--- config.mk ---
export PLATFORM = sky130hd
export DESIGN_NAME = parallel_serializer
export DESIGN_NICKNAME = d
export VERILOG_FILES = /design/src/rtl/parallel_serializer.sv
export SDC_FILE = /design/constraint.sdc
export NUM_CORES = 1
export LEC_CHECK = 0
export ABC_AREA = 1
export CORE_MARGIN = 3
export CORE_UTILIZATION = 40
export DETAILED_ROUTE_END_ITERATION = 16
export GPL_TIMING_DRIVEN = 0
export REMOVE_ABC_BUFFERS = 1
export SETUP_SLACK_MARGIN = 0.05
export SLEW_MARGIN = 25
export SYNTH_ARGS = -nofsm -noshare
export SYNTH_HDL_FRONTEND = slang
export SYNTH_SLANG_ARGS = --single-unit
--- constraint.sdc ---
create_clock -name clk -period 1.5 [get_ports clk]
set_clock_uncertainty 0.1 [all_clocks]
set_input_delay 0.15 -clock clk [delete_from_list [all_inputs] [get_ports clk]]
set_output_delay 0.15 -clock clk [all_outputs]
set_load 0.005 [all_outputs]
--- src/rtl/parallel_serializer.sv ---
// Parallel-to-serial feeder for the sequence-detector stage.
// One-word hold buffer keeps back-to-back words streaming with no gap.
module parallel_serializer #(
    parameter int   WIDTH     = 8,
    parameter int   MSB_FIRST = 1,
    parameter logic IDLE_BIT  = 1'b0
) (
    input  logic             clk,
    input  logic             rst,
    input  logic [WIDTH-1:0] in_data,
    input  logic             in_valid,
    output logic             in_ready,
    output logic             out_bit,
    output logic             out_valid,
    output logic             last,
    output logic             busy
);

    localparam int CW = $clog2(WIDTH);
    localparam logic [CW-1:0] CNT_LAST = CW'(WIDTH - 1);
    localparam logic [WIDTH-1:0] FILL = {WIDTH{IDLE_BIT}};

    typedef enum logic {
        IDLE,
        SHIFT
    } state_t;

    state_t           state_q, state_d;
    logic [CW-1:0]    cnt_q, cnt_d;
    logic [WIDTH-1:0] shreg_q, shreg_d;
    logic [WIDTH-1:0] hold_q, hold_d;
    logic             hold_full_q, hold_full_d;
    logic             accept;
    logic             at_last;
    logic [WIDTH-1:0] shifted;

    always_ff @(posedge clk or posedge rst) begin
        if (rst) begin
            state_q     <= IDLE;
            cnt_q       <= '0;
            shreg_q     <= FILL;
            hold_q      <= '0;
            hold_full_q <= 1'b0;
        end else begin
            state_q     <= state_d;
            cnt_q       <= cnt_d;
            shreg_q     <= shreg_d;
            hold_q      <= hold_d;
            hold_full_q <= hold_full_d;
        end
    end

    assign in_ready = !hold_full_q;
    assign accept   = in_valid && in_ready;
    assign at_last  = (cnt_q == CNT_LAST);

    // The outgoing bit always sits at one end of shreg; shifting pulls in idle fill.
    always_comb begin
        if (MSB_FIRST != 0) shifted = {shreg_q[WIDTH-2:0], IDLE_BIT};
        else                shifted = {IDLE_BIT, shreg_q[WIDTH-1:1]};
    end

    always_comb begin
        state_d     = state_q;
        cnt_d       = cnt_q;
        shreg_d     = shreg_q;
        hold_d      = hold_q;
        hold_full_d = hold_full_q;
        unique case (state_q)
            IDLE: begin
                if (accept) begin
                    shreg_d = in_data;
                    cnt_d   = '0;
                    state_d = SHIFT;
                end
            end
            SHIFT: begin
                if (at_last) begin
                    cnt_d = '0;
                    if (hold_full_q) begin
                        shreg_d     = hold_q;
                        hold_full_d = 1'b0;
                    end else if (accept) begin
                        shreg_d = in_data;
                    end else begin
                        shreg_d = FILL;
                        state_d = IDLE;
                    end
                end else begin
                    cnt_d   = cnt_q + CW'(1);
                    shreg_d = shifted;
                    if (accept) begin
                        hold_d      = in_data;
                        hold_full_d = 1'b1;
                    end
                end
            end
            default: state_d = IDLE;
        endcase
    end

    assign out_bit   = (MSB_FIRST != 0) ? shreg_q[WIDTH-1] : shreg_q[0];
    assign out_valid = (state_q == SHIFT);
    assign last      = out_valid && at_last;
    assign busy      = (state_q == SHIFT) || hold_full_q;

endmodule

==> flow_summary.toml <==
[status]
outcome = "complete, but fails checks"
violations = "negative setup slack"

[synth]
syn_area_sq_um = 1160
synth.area.top_cells = "dfrtp_1, nand3_1, nand2_1, nor2_8, ha_1"
synth_most_common_cell = "nand2_1"
synth_edf_count = 0
synth_flop_cell = "dfrtp_1"
ys_seq_elements = 21
yosys.area.top_type = "dfrtp_1"
avgSynthCellArea_sq_um = 8.48
synth_top_area_share_pct = 45.3
ys_seq_area_share_pct = 45.3
ys_warn_count = 0
synth_cells = 137
ys_top_cells_by_count = "nand2_1, nand3_1, dfrtp_1"
synthDistinctLibCells = 18
async_flop_share_pct = 100

[setup_path]
r2r_cells = 7
reg2reg_to = "hold_q[3]"
r2r_slack_ps = 10
worst_path_most_repeated_cell = "ha_4"
cp_max_fo = 2
r2r-start = "cnt_q[0]"
critical_path.cell_chain = "ha_4 > ha_4 > nand2_2 > inv_2 > buf_6"
worst-endpoint-required_ps = 1250
critPathLaunchType = "register"
crit_slowest_cell = "dfrtp_1"
cp_slowest_stage_delay_ps = 420
endpoint = "last"
critical_path.startpoint = "cnt_q[0]"
critPathKind = "reg2out"
worstPathArrival_ps = 1280
end_kind = "primary output"

[pwr]
p_int_uw = 1710
p_clk_share_pct = 9.5
p_total_uw = 2870
p_sw_share_pct = 40.4
power.net_switching_uw = 1160
p_per_area_nw_per_um2 = 1880
comb_power_share_pct = 56.1
vdd_drop_max_v = 0.00129
p_seq_share_pct = 34.4
p_leak_uw = 0.000768

[grt]
grt_pass1_vias = 947
grt_util_all_layers_pct = 16.0
grt_pass1_wl_microns = 4270
grt_overflow = 0
grt_start_max_net_pins = 22
antenna_found_initial = 0

[timing]
final.min_clock_period_ps = 1530
drv_slew = 0
max_slew_margin_pct = 45.5
report.final.hold_viol_count = 0
fin_ws_ps = -28.8
fin_crit_sh_pct = 102
setup_viol = 1
fmax_mhz = 654
rsz0062_at_grt = "yes"
tns_ps = -28.8
worst_pin_slew_ps = 816

[final_layout]
n_fill_cell = 244
diodes = 0
area_growth_pct = 31.7
fin_nets = 182
drive_above_1_share_pct = 25.1
multiInputGateArea_sq_um = 579
ff_latch_area_sq_um = 528

[die]
rows = 18
die_h_microns = 59.9
die_width_microns = 59.9
core-area_sq_um = 2610
ioPinCount = 16
dieArea_sq_um = 3590
start_util_pct = 44.4

[place]
dp_hpwl_microns = 1670
gp_congestion = 0.766
port-buffer-count = 15

[routing]
viasPerCell = 5.14
postRouteWirelength_microns = 2630
dr.pass1.iters = 4
ant_nets = 0
via_count = 1013
drt_iter0_drc = 50
detail_route.wl_per_cell_microns = 13.3
drc_errors = 0

[clock_network]
root_buffer = "clkbuf_4"
clockBufferDepth = 2
clk_latency_ps = 300
cts_tree = "yes"
h-tree-depth = 1
cts_num_sinks = 21
clkSlewWorstSetupHoldPaths_ps = 120
cts_made_buffers = 3

[job]
maxCapViolations = 0

[hold_path]
hold_path.class = "in2async"
[worst max-delay path, delay by kind of cell, from the launching register on]
| family | cells | cell delay, ps |
|---|---|---|
| adder cells (fa/ha/maj) | 2 | 360 |
| buffers and inverters | 2 | 140 |
| flip-flops | 1 | 420 |
| AND/OR/NAND/NOR | 1 | 60 |
[cell families after synthesis]
| kind of cell | share of synthesized area [%] |
|---|---|
| AND/OR/NAND/NOR | 40.7 |
| flip-flops | 45.3 |
| buffers and inverters | 8.94 |
| AO/OA/AOI/OAI | 1.83 |
| adder cells (fa/ha/maj) | 3.23 |
[per-layer routing]
layer | vias to the layer above | GRT usage (%) | wire [microns]
met5 | - | 0 | 0
met2 | 19 | 25.5 | 1240
li1 | 515 | - | -
met1 | 477 | 21.4 | 1280
met3 | 2 | 4.54 | 92
met4 | 0 | 3.80 | 15
[registers in the layout (all words and copies together) (netlist names)]
register	count
hold_q	8
shreg_q	8
cnt_q	3
hold_full_q	1
out_valid	1
[layout by cell type (no fill, tap or decap), types with 2 or more instances in the layout]
cell type and instances:
dfrtp_1 19, inv_2 2, ha_4 3, nor2_8 2, dlygate4sd2_1 2, clkdlybuf4s50_1 10
nand3_1 42, nand2_1 46, dfrtp_2 2, buf_6 6, nand2_2 4, clkbuf_4 3
buf_4 11
[power by group through the flow]
stage,Clock (uW),Sequential (uW),Combinational (uW)
floorplan,0,963,813
global placement,0,1000,1080
detailed placement,0,1010,1110
CTS,287,985,1460
global route,307,1020,1810
finish,272,989,1610
[worst min path at each step]
| stage | start | endpoint | cells past startpoint |
|---|---|---|---|
| floorplan | rst | cnt_q[0] | 1 |
| global placement | hold_q[3] | hold_q[3] | 2 |
| detailed placement | hold_q[2] | hold_q[2] | 2 |
| CTS | rst | shreg_q[6] | 2 |
| global route | rst | shreg_q[7] | 2 |
| finish | rst | shreg_q[7] | 2 |
[per-stage QoR]
| stage | setup slack, ps | utilization [%] | area (sq um) | std cells | hold slack, ps |
|---|---|---|---|---|---|
| 2_1_floorplan | 63.5 | - | 1090 | 130 | 26.5 |
| 3_3_place_gp | -249 | 48.9 | 1280 | 175 | 355 |
| 3_5_place_dp | -257 | 48.9 | 1280 | 175 | 364 |
| 4_1_cts | -76.9 | 55.6 | 1450 | 192 | 214 |
| 5_1_grt | -96.8 | 58.5 | 1530 | 197 | 243 |
| 6_report | -28.8 | 58.5 | 1530 | 197 | 185 |
[area by class of cell]
type | instances | share of cell area (%)
timing repair buffer | 33 | 20.9
clock buffer | 4 | 1.72
sequential | 21 | 34.5
inverter | 6 | 2.45
multi-input combinational | 103 | 37.9
tap | 30 | 2.45
[timing repair]
action / CTS / global route
gates cloned: 0 / 0
buffers inserted: 13 / 5
endpoints found under the setup margin: 21 / 20
pin swaps: 12 / 4
hold buffers: 0 / 0
gates resized for setup: 21 / 12
Power figures use the tool's default switching activity.
